--- config.mk ---
export PLATFORM = sky130hd
export DESIGN_NAME = sqrt_iter_core_flat
export DESIGN_NICKNAME = d
export VERILOG_FILES = /design/src/rtl/sqrt_iter_core_if.sv /design/src/rtl/sqrt_iter_core.sv /design/src/flat_wrapper.sv
export SDC_FILE = /design/constraint.sdc
export NUM_CORES = 1
export LEC_CHECK = 0
export BUFFER_PORTS_ARGS = -buffer_cell sky130_fd_sc_hd__buf_2
export CAP_MARGIN = 20
export CORE_MARGIN = 2
export CORE_UTILIZATION = 60
export CTS_CLUSTER_DIAMETER = 50
export DETAILED_ROUTE_END_ITERATION = 16
export PLACE_DENSITY = 0.89
export SLEW_MARGIN = 20
export SYNTH_ARGS = -nofsm -noshare
export SYNTH_HDL_FRONTEND = slang
export SYNTH_SLANG_ARGS = --single-unit
--- constraint.sdc ---
create_clock -name clk -period 7.1 [get_ports clk]
set_input_delay 1.42 -clock clk [delete_from_list [all_inputs] [get_ports clk]]
set_output_delay 1.42 -clock clk [all_outputs]
set_load 0.05 [all_outputs]
--- src/rtl/sqrt_iter_core_if.sv ---
// Handshake and result bundle for sqrt_iter_core.
// The EXACT result flag exists only when SQRT_EXACT_FLAG_EN is defined.
interface sqrt_iter_core_if #(parameter int WIDTH = 16);
  logic                 clr;
  logic                 start;
  logic [2*WIDTH-1:0]   D;
  logic                 ack;
  logic [WIDTH-1:0]     Q;
  logic [WIDTH:0]       R;
  logic                 RDY;
  logic                 BUSY;
`ifdef SQRT_EXACT_FLAG_EN
  logic                 EXACT;

  modport master (output clr, start, D, ack, input Q, R, RDY, BUSY, EXACT);
  modport slave  (input clr, start, D, ack, output Q, R, RDY, BUSY, EXACT);
`else
  modport master (output clr, start, D, ack, input Q, R, RDY, BUSY);
  modport slave  (input clr, start, D, ack, output Q, R, RDY, BUSY);
`endif
endinterface

--- src/rtl/sqrt_iter_core.sv ---
// Iterative non-restoring integer square root, one root bit per clock.
// Optional EXACT (perfect-square) output enabled by defining SQRT_EXACT_FLAG_EN.
//
// state | meaning
// IDLE  | waiting for start
// ITER  | retiring one root bit per cycle, cnt = bit index
// FIX   | final remainder correction, publish Q/R
// DONE  | result held until ack or a new start
module sqrt_iter_core #(
  parameter int WIDTH = 16
) (
  input  logic             clk,
  input  logic             rst,
  sqrt_iter_core_if.slave  bus
);

  localparam int CW = (WIDTH > 1) ? $clog2(WIDTH) : 1;

  typedef enum logic [1:0] {IDLE, ITER, FIX, DONE} state_t;

  state_t               state;
  logic [2*WIDTH-1:0]   d_sh;
  logic [WIDTH-1:0]     w_q;
  logic [WIDTH+1:0]     w_r;
  logic [CW-1:0]        cnt;
  logic [WIDTH-1:0]     q_reg;
  logic [WIDTH:0]       r_reg;
  logic                 rdy_reg;
  logic                 busy_reg;
`ifdef SQRT_EXACT_FLAG_EN
  logic                 exact_reg;
`endif

  logic [WIDTH+1:0]     t;
  logic [WIDTH+1:0]     r_iter;
  logic [WIDTH-1:0]     q_iter;
  logic [WIDTH:0]       r_fix;
  logic                 launch;

  // w_r is a two's-complement value; bit WIDTH+1 is its sign.
  always_comb begin
    t      = {w_r[WIDTH-1:0], d_sh[2*WIDTH-1 -: 2]};
    r_iter = w_r[WIDTH+1] ? (t + {w_q, 2'b11}) : (t - {w_q, 2'b01});
    q_iter = {w_q[WIDTH-2:0], ~r_iter[WIDTH+1]};
    r_fix  = w_r[WIDTH:0] + (w_r[WIDTH+1] ? {w_q, 1'b1} : {(WIDTH+1){1'b0}});
    launch = bus.start && ((state == IDLE) || (state == DONE));
  end

  always_ff @(posedge clk or posedge rst) begin
    if (rst) begin
      state     <= IDLE;
      d_sh      <= '0;
      w_q       <= '0;
      w_r       <= '0;
      cnt       <= '0;
      q_reg     <= '0;
      r_reg     <= '0;
      rdy_reg   <= 1'b0;
      busy_reg  <= 1'b0;
`ifdef SQRT_EXACT_FLAG_EN
      exact_reg <= 1'b0;
`endif
    end else if (bus.clr) begin
      state     <= IDLE;
      q_reg     <= '0;
      r_reg     <= '0;
      rdy_reg   <= 1'b0;
      busy_reg  <= 1'b0;
`ifdef SQRT_EXACT_FLAG_EN
      exact_reg <= 1'b0;
`endif
    end else if (launch) begin
      // start wins over ack when both arrive in DONE
      d_sh     <= bus.D;
      w_q      <= '0;
      w_r      <= '0;
      cnt      <= CW'(WIDTH - 1);
      rdy_reg  <= 1'b0;
      busy_reg <= 1'b1;
      state    <= ITER;
    end else begin
      case (state)
        ITER: begin
          d_sh <= d_sh << 2;
          w_r  <= r_iter;
          w_q  <= q_iter;
          if (cnt == '0) state <= FIX;
          else           cnt   <= cnt - 1'b1;
        end
        FIX: begin
          q_reg     <= w_q;
          r_reg     <= r_fix;
          rdy_reg   <= 1'b1;
          busy_reg  <= 1'b0;
`ifdef SQRT_EXACT_FLAG_EN
          exact_reg <= (r_fix == '0);
`endif
          state     <= DONE;
        end
        DONE: begin
          if (bus.ack) begin
            rdy_reg <= 1'b0;
            state   <= IDLE;
          end
        end
        default: state <= IDLE;
      endcase
    end
  end

  assign bus.Q    = q_reg;
  assign bus.R    = r_reg;
  assign bus.RDY  = rdy_reg;
  assign bus.BUSY = busy_reg;
`ifdef SQRT_EXACT_FLAG_EN
  assign bus.EXACT = exact_reg;
`endif

endmodule

--- src/flat_wrapper.sv ---
// flat-port wrapper written by rule: the top's interface ports become plain ports
module sqrt_iter_core_flat 
#(
  parameter int WIDTH = 16
)
  (clk, rst, bus_clr, bus_start, bus_D, bus_ack, bus_Q, bus_R, bus_RDY, bus_BUSY);
  sqrt_iter_core_if #(.WIDTH(WIDTH)) bus_i ();
  input  logic clk;
  input  logic rst;
  input wire logic [$bits(bus_i.clr)-1:0] bus_clr;
  input wire logic [$bits(bus_i.start)-1:0] bus_start;
  input wire logic [$bits(bus_i.D)-1:0] bus_D;
  input wire logic [$bits(bus_i.ack)-1:0] bus_ack;
  output wire logic [$bits(bus_i.Q)-1:0] bus_Q;
  output wire logic [$bits(bus_i.R)-1:0] bus_R;
  output wire logic [$bits(bus_i.RDY)-1:0] bus_RDY;
  output wire logic [$bits(bus_i.BUSY)-1:0] bus_BUSY;
  assign bus_i.clr = bus_clr;
  assign bus_i.start = bus_start;
  assign bus_i.D = bus_D;
  assign bus_i.ack = bus_ack;
  assign bus_Q = bus_i.Q;
  assign bus_R = bus_i.R;
  assign bus_RDY = bus_i.RDY;
  assign bus_BUSY = bus_i.BUSY;
  sqrt_iter_core #(.WIDTH(WIDTH)) u_core (.clk(clk), .rst(rst), .bus(bus_i));
endmodule
==> metrics.md, run 1 <==
| Metric | Value |
|---|---|
| Register area share after synthesis | 0.4394 |
| Int Pwr | 1396 µW |
| Post-Syn Instances | approximately 620 |
| Port buffer count | 71 |
| Root Driver | clkbuf_8 |
| Hold slack | 0.4858 ns |
| Pin count of the biggest net entering global routing | 81 |
| CP Cell Sequence | buf_2 -> and2_2 -> o21bai_4 -> buf_4 -> o21ai_0 |
| DRT Pass-1 Iters | 6 |
| Final slew viol count | 0 |
| Sw Ratio | 0.4516 |
| Unrepaired setup endpoints after global routing | false |
| Fin area | a little under 7000 µm² |
| Min-Delay Path Class | flip-flop to flip-flop |
| DIE WIDTH | around 100 µm |
| CP Buf/Inv Count | 2 |
| Die area | 10980 µm² |
| First-pass GRT wire length | 21.74 mm |
| Max cap viols | 0 |
| Vias in the first global route | between 4000 and 5000 |
| FF+latch count, synth | 107 |
| Setup Buffers After CTS | 0 |
| Post-synth EDFFs | 0 |
| # diodes | 0 |
| Critical path launch point type | input port |
| Cell area after synthesis | 6093 µm² |
| Worst path top cell family by delay | compound AO/OA/AOI/OAI gates |
| GRT Util Overall | 0.2415 |
| RePlAce Congestion | 0.9635 |
| Vias per inst | 5.986 |
| Post-synth top flop | dfrtp_1 |
| Crit path largest cell delay | 0.77 ns |
| Status | completed |
| Antenna violations before repair | 0 |
| Netlist cell types | 54 |
| YS warnings | 0 |
| TNS Setup | 0 ns |
| Worst path required time | 7.34 ns |
| Detailed Place HPWL | 9.406 mm |
| Grt ovf | 0 |
| Maximum clock rate | 0.2975 GHz |
| Vias post-DR | 4855 |
| Leakage Power | 0.003406 µW |
| RR Startpoint | u_core.w_r[17]$_DFFE_PP0P_ |
| Critical Path Slowest Stage Cell | o21bai_4 |
| Pwr Density | 378.3 nW/µm² |
| Remaining DRCs | 0 |
| Max FO, Critical Path | 65 |
| Post-route ant nets | 0 |
| DRT Wirelength | 12.94 mm |
| Post-CTS sizing | 0 |
| FFs w/ async S/R, synth | 1.000 |
| Seq pwr share | 0.358 |
| Site row count | 36 |
| Initial core utilization | 0.6205 |
| H-tree levels | 3 |
| First DRT Iteration DRCs | 296 |
| Worst setup path startpoint | bus_start |
| CTS tree | built |
| I/O pin cnt | 72 |
| Placed Area | ~6500 µm² |
| Area Growth Syn to Fin | 10.39% |
| Non-Filler Instances | 811 |
| Clock transition at the registers of the reported paths | 0.11 ns |
| Period utilization | 0.4734 |
| Cells after DPL | 795 |
| Syn avg cell area | 9.908 µm² |
| R2R cell count | 10 |
| R2r setup slk | ~3.8 ns |
| Worst EP arrival | 3.61 ns |
| Pwr Total | 2545 µW |
| Final setup vio count | 0 |
| Setup crit end kind | flip-flop |
| Clock Skews | ~0.017 ns |
| Worst Setup EP | u_core.d_sh[20]$_DFFE_PP0P_ |
| Total net switching power | 1149 µW |
| Layout cells sized above 1 | 0.1534 |
| Crit path depth | 5 |
| Number of fill cells | 758 |
| Reg2reg end | u_core.w_r[14]$_DFFE_PP0P_ |
| Final hold vios | 0 |
| Combinational share of power | 0.502 |
| Post-synth net total | 705 |
| Die height | 104.8 µm |
| Fin nets | 763 |
| DR WL/cell | 15.95 µm |
| Area of the core | 9819 µm² |
| Clock Latency Late Sink | 0.38 ns |
| Minimum clock period | 3.361 ns |
| Part of the power in the clock network | 0.141 |
| Clock sink count | 107 |
| WS Path Type | input port to flip-flop |
| Hold-fix buffers, CTS | 0 |
| Rel. slew slack | 0.3169 |
| VDD IR max | around 0.18 mV |
| Clock Tree Buf Depth | 2 |
| Cts bufs inserted | 9 |
| Slew at the pin closest to its max-slew limit | just over 1 ns |
[kinds of logic after synthesis]
family / synth area share
AO/OA/AOI/OAI: 0.2037
AND/OR/NAND/NOR: 0.1164
flip-flops: 0.4394
adder cells (fa/ha/maj): 0.1101
buffers and inverters: 0.03511
XOR/XNOR: 0.04600
multiplexers: 0.04928
[tightest hold or removal path, cell delays in order (launching register included)]
cell and delay, ns:
dfrtp_1 0.35, nand2_1 0.05, o21ai_0 0.06
[state kept, by name, summed over array words and instances, names as in the netlist]
name	count
u_core.state	2
u_core.bus.RDY	1
u_core.bus.Q	16
u_core.bus.R	17
u_core.d_sh	32
u_core.w_r	18
u_core.cnt	4
u_core.w_q	16
u_core.bus.BUSY	1
[power groups by stage]
stage / clock (µW) / sequential (µW) / combinational, µW
after floorplan: 0 / 992 / 901
after global placement: 0 / 908 / 1200
after detailed placement: 0 / 917 / 1260
after CTS: 363 / 908 / 1270
after global routing: 393 / 930 / 1420
final: 358 / 911 / 1280
[worst min path at each step]
stage	from	to	slack [ns]	cells after the start
5_1_grt	u_core.bus.Q[6]$_DFFE_PP0P_	u_core.bus.Q[6]$_DFFE_PP0P_	0.51	2
4_1_cts	u_core.bus.Q[7]$_DFFE_PP0P_	u_core.bus.Q[7]$_DFFE_PP0P_	0.49	2
2_1_floorplan	u_core.d_sh[10]$_DFFE_PP0P_	u_core.d_sh[10]$_DFFE_PP0P_	0.45	2
6_report	u_core.bus.Q[7]$_DFFE_PP0P_	u_core.bus.Q[7]$_DFFE_PP0P_	0.49	2
3_3_place_gp	u_core.bus.Q[4]$_DFFE_PP0P_	u_core.bus.Q[4]$_DFFE_PP0P_	0.46	2
3_5_place_dp	u_core.bus.Q[7]$_DFFE_PP0P_	u_core.bus.Q[7]$_DFFE_PP0P_	0.47	2
[synthesized netlist by cell type (4+ instances only)]
cell,instances,area share
a22o_1,32,0.046
nand2b_1,20,0.021
dfrtp_1,107,0.44
nor2_1,17,0.010
mux2i_1,30,0.049
o21a_1,8,0.0099
o21ai_0,53,0.044
ha_1,52,0.11
xor2_1,17,0.024
o31ai_1,4,0.0049
nand3_1,4,0.0033
and3_1,4,0.0041
o21ai_1,22,0.018
xnor2_1,15,0.022
clkbuf_1,24,0.015
a31oi_1,6,0.0062
nor2b_1,7,0.0072
inv_1,25,0.015
nand2_1,85,0.052
a21oi_1,30,0.025
a21o_1,11,0.014
[layout make-up]
| class | count | area (µm²) | share of cell area |
|---|---|---|---|
| Inverter | 25 | 96.34 | 0.01432 |
| Clock buffer | 10 | 127.6 | 0.01897 |
| Tap cell | 133 | 166.4 | 0.02474 |
| Timing Repair Buffer | 74 | 377.9 | 0.05618 |
| Clock inverter | 6 | 55.05 | 0.008185 |
| Sequential cell | 107 | 2678 | 0.3981 |
| Multi-Input combinational cell | 456 | 3226 | 0.4795 |
[stage by stage]
step	setup WS, ns	utilization
2_1_floorplan	2.863	-
3_3_place_gp	3.467	0.6664
3_5_place_dp	3.324	0.6664
4_1_cts	3.734	0.6850
5_1_grt	3.549	0.6850
6_report	3.739	0.6850
[per-layer routing]
layer | track usage | wire [µm] | vias to the layer above
met4 | 0.08286 | 294 | 0
met2 | 0.3905 | 6194 | 195
met3 | 0.04304 | 765 | 27
met1 | 0.3291 | 5684 | 2325
met5 | 0 | 0 | -
li1 | - | - | 2308
[cells in the final DEF, fill, tap and decap left out, drive strengths merged, types with 3 or more instances in the layout]
cell type	instances
dfrtp	107
nand2	85
o21ai	75
buf	74
ha	52
a22o	32
a21oi	31
mux2i	30
inv	29
nand2b	20
nor2	17
xor2	17
xnor2	15
a21o	11
clkbuf	10
o21a	8
nor2b	8
a31oi	6
o31ai	5
nand3	4
and3	4
a211oi	4
o21bai	3
(Power assumes the default switching activity.)
==> run 2: changes to the inputs <==
- CORE_UTILIZATION: 60 -> 53
- PLACE_DENSITY: 0.89 -> 0.83
- clock period: 7.1 -> 2.9 ns (I/O delays scaled with it)
==> run 2 against run 1 <==
  * Utilization fell by 5.5 points
  * Routed wire length increased by 7.5%
  * Design area grew 6.0%
  * Clock skew is 0.0051 ns lower
  * Clock-buffer cell count shrank 1
  * Combinational power rose to 2.7 times the previous value
==> metrics.md, run 2 (synthesis gave the netlist of run 1 again) <==
| Metric | Value |
|---|---|
| H-tree levels | 3 (unchanged) |
| Vias post-DR | 4892 (+0.76%) |
| Clock sink count | 107 (unchanged) |
| Critical path launch point type | flip-flop |
| Rel. slew slack | 0.4419 (+0.1251) |
| Antenna violations before repair | 0 (unchanged) |
| Fin area | 7133 µm² (+6.0%) |
| Worst setup path startpoint | u_core.w_r[17]$_DFFE_PP0P_ |
| Placed Area | 6738 µm² (+3.0%) |
| Maximum clock rate | 0.3562 GHz |
| Worst path top cell family by delay | compound AO/OA/AOI/OAI gates |
| DRT Pass-1 Iters | 4 (-2) |
| Top cell by count, worst path | ha_1 |
| CTS tree | built |
| Util after Layout | 0.6301 (-0.05493) |
| GRT Util Overall | 0.2364 (-0.005107) |
| Clock transition at the registers of the reported paths | 0.08 ns (-0.03 ns) |
| Setup crit end kind | flip-flop |
| Final setup vio count | 0 (unchanged) |
| Layout cells sized above 1 | 0.1943 (+0.04089) |
| Min-Delay Path Class | input port to async pin |
| R2R cell count | 10 (unchanged) |
| DRT Wirelength | 13.91 mm (+7.5%) |
| Largest register FFs | 32 (unchanged) |
| Commonest non-fill, non-tap cell in the layout | dfrtp_1 |
| Pin count of the biggest net entering global routing | 53 (-35%) |
| Leakage Power | 0.003602 µW (+5.7%) |
| Fin nets | 785 (+2.9%) |
| Root Driver | clkbuf_16 |
| Vias in the first global route | 5006 (+7.9%) |
| First DRT Iteration DRCs | 300 (+1.4%) |
| RR Startpoint | u_core.w_r[17]$_DFFE_PP0P_ |
| Worst EP arrival | 3.06 ns (-0.55 ns) |
| Die height | 111.2 µm (+6.2%) |
| Minimum clock period | between 2 and 3 ns |
| Area Growth Syn to Fin | 17.06% |
| Final slew viol count | 0 (unchanged) |
| Slew at the pin closest to its max-slew limit | 0.8341 ns (-0.1907 ns) |
| Vias per inst | 5.803 (-3.1%) |
| Area of the core | 11320 µm² (+15%) |
| Status | completed |
| CP Cell Sequence | clkbuf_4 -> ha_1 -> ha_1 -> a21o_1 -> o21bai_4 -> o2111ai_2 -> a31oi_2 -> a311oi_1 -> xnor2_1 -> a22o_1 |
| VDD IR max | 0.5544 mV (+210%) |
| First-pass GRT wire length | 23.74 mm (+9.2%) |
| Cts bufs inserted | 9 (unchanged) |
| DR WL/cell | 16.50 µm (+3.4%) |
| Max FO, Critical Path | 7 (-89%) |
| I/O pin cnt | 72 (unchanged) |
| WS Path Type | flip-flop to flip-flop |
| RePlAce Congestion | 0.8953 (-7.1%) |
| CP Buf/Inv Count | 1 (-1) |
| DIE WIDTH | 111.2 µm (+6.2%) |
| Critical Path Slowest Stage Cell | dfrtp_2 |
| Pre-CTS WS | 0.003042 ns (-3.321 ns) |
| Commonest non-fill, non-tap cells in the layout | 106 x dfrtp_1, 85 x nand2_1, 71 x buf_2, 53 x o21ai_0, 52 x ha_1 |
| # diodes | 0 (unchanged) |
| Pwr Density | 982.7 nW/µm² (+160%) |
| Crit path largest cell delay | 0.48 ns (-0.29 ns) |
| Clock Skews | 0.01192 ns (-0.005067 ns) |
| Worst path required time | 3.15 ns (-4.19 ns) |
| Setup slack after layout | 0.09226 ns (-3.647 ns) |
| Post-route ant nets | 0 (unchanged) |
| Detailed Place HPWL | 10.05 mm (+6.8%) |
| Site row count | 39 (+8.3%) |
| Max cap viols | 0 (unchanged) |
| Period utilization | 0.9682 |
| Pwr Total | 7010 µW (+180%) |
| Clock Tree Buf Depth | 2 (unchanged) |
| Die area | 12370 µm² (+13%) |
| Final hold vios | 0 (unchanged) |
| Grt ovf | 0 (unchanged) |
| Hold-fix buffers, CTS | 0 (unchanged) |
| Initial core utilization | 0.5382 (-0.08230) |
| Port buffer count | 71 (unchanged) |
| Hold slack | 0.3563 ns (-0.1295 ns) |
| Clock Latency Late Sink | 0.37 ns (about the same) |
| Top reg by flops | u_core.d_sh |
| Remaining DRCs | 0 (unchanged) |
| Unrepaired setup endpoints after global routing | true |
| Crit path depth | 10 (+5) |
[run 2: cell types whose count changed in the layout (fill, tap and decap cells not counted), moves of 2 or more]
cell        change
clkbuf_8        -9
a21oi_2         +4
buf_4          +17
inv_8           +2
clkinv_4        -2
clkbuf_16       +9
clkinvlp_4      +2
buf_12          +4
a21oi_1         -4
[run 2: worst reg2reg max path, cell delays in order, from the launching register on]
cell	delay, ns
dfrtp_2	0.48
clkbuf_4	0.21
ha_1	0.19
ha_1	0.33
a21o_1	0.22
o21bai_4	0.20
o2111ai_2	0.24
a31oi_2	0.17
a311oi_1	0.34
xnor2_1	0.10
a22o_1	0.19
[run 2: path summary, 6_finish.rpt]
path / to / slack, ns
max: u_core.bus.R[15]$_DFFE_PP0P_ / 0.09
min: u_core.d_sh[14]$_DFFE_PP0P_ / 0.36
max reg2reg: u_core.bus.R[15]$_DFFE_PP0P_ / 0.09
min reg2reg: u_core.bus.Q[15]$_DFFE_PP0P_ / 0.48
max in group asynchronous: u_core.w_r[17]$_DFFE_PP0P_ / 1.85
min in group clk: u_core.d_sh[0]$_DFFE_PP0P_ / 0.44
[run 2: where the power goes]
part	internal [µW]	switching (µW)
Clock	695	624
Combinational	1420	2080
Sequential	1890	300
[run 2: metrics by stage]
step                std cells   TNS, ns
global placement          824         0
CTS                       840         0
detailed placement        824         0
global route              843  -0.07803
floorplan                 615         0
finish                    843         0
[run 2: cell type report]
type | count | area, µm²
Sequential cell | 107 | 2679
Inverter | 25 | 97.59
Fill cell | 905 | 4188
Timing Repair Buffer | 96 | 593.1
Tap cell | 143 | 178.9
Multi-Input combinational cell | 456 | 3271
Clock inverter | 7 | 88.84
Clock buffer | 9 | 225.2
[run 2: routing by layer]
layer,vias up,global-route usage,wire length (µm)
li1,2344,-,-
met1,2342,0.2918,5764
met2,154,0.3886,6908
met3,52,0.04319,622
met4,0,0.1383,612
met5,-,0,0
[run 2: timing repair]
action / 4_1_cts / 5_1_grt
setup endpoints to repair: 3 / 6
pin swaps: 0 / 2
buffers inserted: 0 / 2
gates resized for setup: 1 / 10
==> run 3: changes to the inputs <==
- CORE_UTILIZATION: 53 -> 35
- PLACE_DENSITY: 0.83 -> 0.61
- RECOVER_POWER: unset -> 50
==> run 3 against run 2 <==
  * Via count is 2.8% lower
  * Critical path depth is the same
  * Routed wire length grew 0.99%
==> metrics.md, run 3 (synthesis gave the netlist of run 1 again) <==
| Metric | Value |
|---|---|
| Int Pwr | 3958 µW (-1.1%) |
| Root Driver | clkbuf_16 |
| Crit path depth | 10 (unchanged) |
| Area Growth Syn to Fin | 17.60% |
| Site row count | 48 (+23%) |
| Part of the power in the clock network | 0.191 (+0.003) |
| DR WL/cell | 15.17 µm (-8.1%) |
| Pwr Total | 6868 µW (-2.0%) |
| Layout cells sized above 1 | 0.1669 (-0.02738) |
| WHS Endpoint | u_core.d_sh[1]$_DFFE_PP0P_ |
| Rel. slew slack | 0.02465 (-0.4173) |
| Crit path largest cell delay | 0.51 ns (+0.03 ns) |
| Die area | 18480 µm² (+49%) |
| Area of the core | 17180 µm² (+52%) |
| Pre-CTS WS | 0.01195 ns (+0.008909 ns) |
| Clock sink count | 107 (unchanged) |
| Total net switching power | 2909 µW (-3.3%) |
| Max cap viols | 0 (unchanged) |
| Maximum clock rate | 0.3606 GHz (+1.2%) |
| Hold-fix buffers, CTS | 0 (unchanged) |
| Pwr Density | 958.4 nW/µm² (-2.5%) |
| WS Path Type | flip-flop to flip-flop |
| CP Cell Sequence | buf_4 -> ha_1 -> inv_1 -> ha_1 -> a21oi_1 -> o21ai_1 -> o31ai_2 -> nor2_1 -> or4b_4 -> a32oi_1 |
| WHS Path Cells | 2 |
| VDD IR max | 0.4176 mV (-25%) |
| Minimum clock period | 2.773 ns (-0.03459 ns) |
| Cts bufs inserted | 9 (unchanged) |
| Vias in the first global route | 4789 (-4.3%) |
| Clock Latency Late Sink | 0.37 ns (about the same) |
| GRT Util Overall | 0.1622 (-0.07420) |
| Unrepaired setup endpoints after global routing | false |
| DRT Pass-1 Iters | 4 (unchanged) |
| Commonest non-fill, non-tap cells in the layout | 106 x dfrtp_1, 85 x nand2_1, 54 x buf_2, 53 x o21ai_0, 52 x ha_1 |
| CP Buf/Inv Count | 2 (+1) |
| Setup crit end kind | flip-flop |
| Final setup vio count | 0 (unchanged) |
| RePlAce Congestion | 0.9049 (+1.1%) |
| Critical path launch point type | flip-flop |
| Period utilization | 0.9563 (-0.01193) |
| Pin count of the biggest net entering global routing | 108 (+100%) |
| Combinational share of power | 0.492 (-0.008) |
| First DRT Iteration DRCs | 273 (-9.0%) |
| Grt ovf | 0 (unchanged) |
| Final hold vios | 0 (unchanged) |
| Die height | 135.9 µm (+22%) |
| Worst path required time | 3.18 ns (+0.03 ns) |
| Status | completed |
| Vias per inst | 5.133 (-12%) |
| Worst path top cell family by delay | compound AO/OA/AOI/OAI gates |
| Largest register FFs | 32 (unchanged) |
| Setup slack after layout | 0.1268 ns (+0.03459 ns) |
| R2r setup slk | 0.13 ns (+0.03 ns) |
| DRT Wirelength | 14.04 mm (+0.99%) |
| # diodes | 0 (unchanged) |
| Worst EP arrival | 3.05 ns (about the same) |
| Min-Delay Path Class | input port to flip-flop |
| Commonest non-fill, non-tap cell in the layout | dfrtp_1 |
| R2R cell count | 10 (unchanged) |
| I/O pin cnt | 72 (unchanged) |
| RR Startpoint | u_core.w_r[17]$_DFFE_PP0P_ |
| Seq pwr share | 0.317 (+0.005) |
| Leakage Power | 0.003514 µW (-2.4%) |
| Antenna violations before repair | 0 (unchanged) |
| H-tree levels | 3 (unchanged) |
| Fin nets | 786 (+0.13%) |
| First-pass GRT wire length | 23.79 mm (+0.23%) |
| Worst hold start | bus_D[1] |
| Port buffer count | 71 (unchanged) |
| Top cell by count, worst path | ha_1 |
| Reg2reg end | u_core.w_q[0]$_DFFE_PP0P_ |
| Clock Tree Buf Depth | 2 (unchanged) |
| Clock transition at the registers of the reported paths | 0.08 ns (about the same) |
| Detailed Place HPWL | 10.39 mm (+3.4%) |
| Final slew viol count | 0 (unchanged) |
| Sw Ratio | 0.4236 (-0.005384) |
| Slew at the pin closest to its max-slew limit | 1.463 ns (+0.6290 ns) |
| Initial core utilization | 0.3547 (-0.1835) |
| TNS Setup | 0 ns (unchanged) |
| Remaining DRCs | 0 (unchanged) |
| CTS tree | built |
| Post-route ant nets | 0 (unchanged) |
| Max FO, Critical Path | 11 (+4) |
| DIE WIDTH | 135.9 µm (+22%) |
| Clock Skews | 0.01027 ns (-0.001642 ns) |
| Top reg by flops | u_core.d_sh |
| Critical Path Slowest Stage Cell | dfrtp_2 |
| Vias post-DR | 4753 (-2.8%) |
[run 3: cell count changes in the layout (fill, tap and decap cells not counted), sizes merged]
cell and delta:
clkbuf +17, buf -16, clkinv +2, clkinvlp -1, inv -1
[run 3: power by group through the flow]
stage | combinational, µW | sequential [µW] | clock (µW)
global route | 3770 | 2230 | 1410
global placement | 3300 | 2190 | 0
CTS | 3400 | 2180 | 1350
finish | 3380 | 2180 | 1310
floorplan | 2210 | 2430 | 0
detailed placement | 3390 | 2200 | 0
[run 3: layout make-up]
class / instances / area (µm²)
flip-flops and latches: 107 / 2679
clock buffers: 9 / 225.2
clock inverters: 7 / 91.34
fillers: 1722 / 10010
multi-input cells: 456 / 3249
inverters: 25 / 97.59
well taps: 225 / 281.5
repair buffers: 97 / 541.8
[run 3: per-layer routing]
layer	vias to the layer above	GRT usage	wire length, µm
met5	-	0	0
met4	0	0.07118	407
met3	27	0.02759	407
met2	76	0.2761	6943
met1	2307	0.2025	6286
li1	2343	-	-
[run 3: worst max path at each step]
| stage | slack (ns) | startpoint | end |
|---|---|---|---|
| after detailed placement | 0.01 | u_core.w_r[17]$_DFFE_PP0P_ | u_core.bus.R[15]$_DFFE_PP0P_ |
| after CTS | 0.004 | u_core.w_r[17]$_DFFE_PP0P_ | u_core.w_q[0]$_DFFE_PP0P_ |
| final | 0.13 | u_core.w_r[17]$_DFFE_PP0P_ | u_core.w_q[0]$_DFFE_PP0P_ |
| after global placement | 0.14 | u_core.w_r[17]$_DFFE_PP0P_ | u_core.w_r[17]$_DFFE_PP0P_ |
| after floorplan | 0.21 | u_core.w_r[17]$_DFFE_PP0P_ | u_core.w_r[14]$_DFFE_PP0P_ |
| after global routing | 0.02 | u_core.w_r[17]$_DFFE_PP0P_ | u_core.w_q[0]$_DFFE_PP0P_ |
[run 3: metrics by stage]
step	cell area, µm²	hold slack [ns]	util	std cells
after floorplan	6097	0.4492	-	615
after global placement	6858	0.4618	0.3993	910
after detailed placement	6858	0.4668	0.3993	910
after CTS	7181	0.4138	0.4181	926
after global routing	7166	0.4516	0.4172	926
final	7166	0.4443	0.4172	926
[run 3: repair_timing]
action                     in CTS  in global routing
pin swaps                       0                  1
resized for setup               1                  5
buffers inserted                0                  0
setup endpoints to repair       1                  6
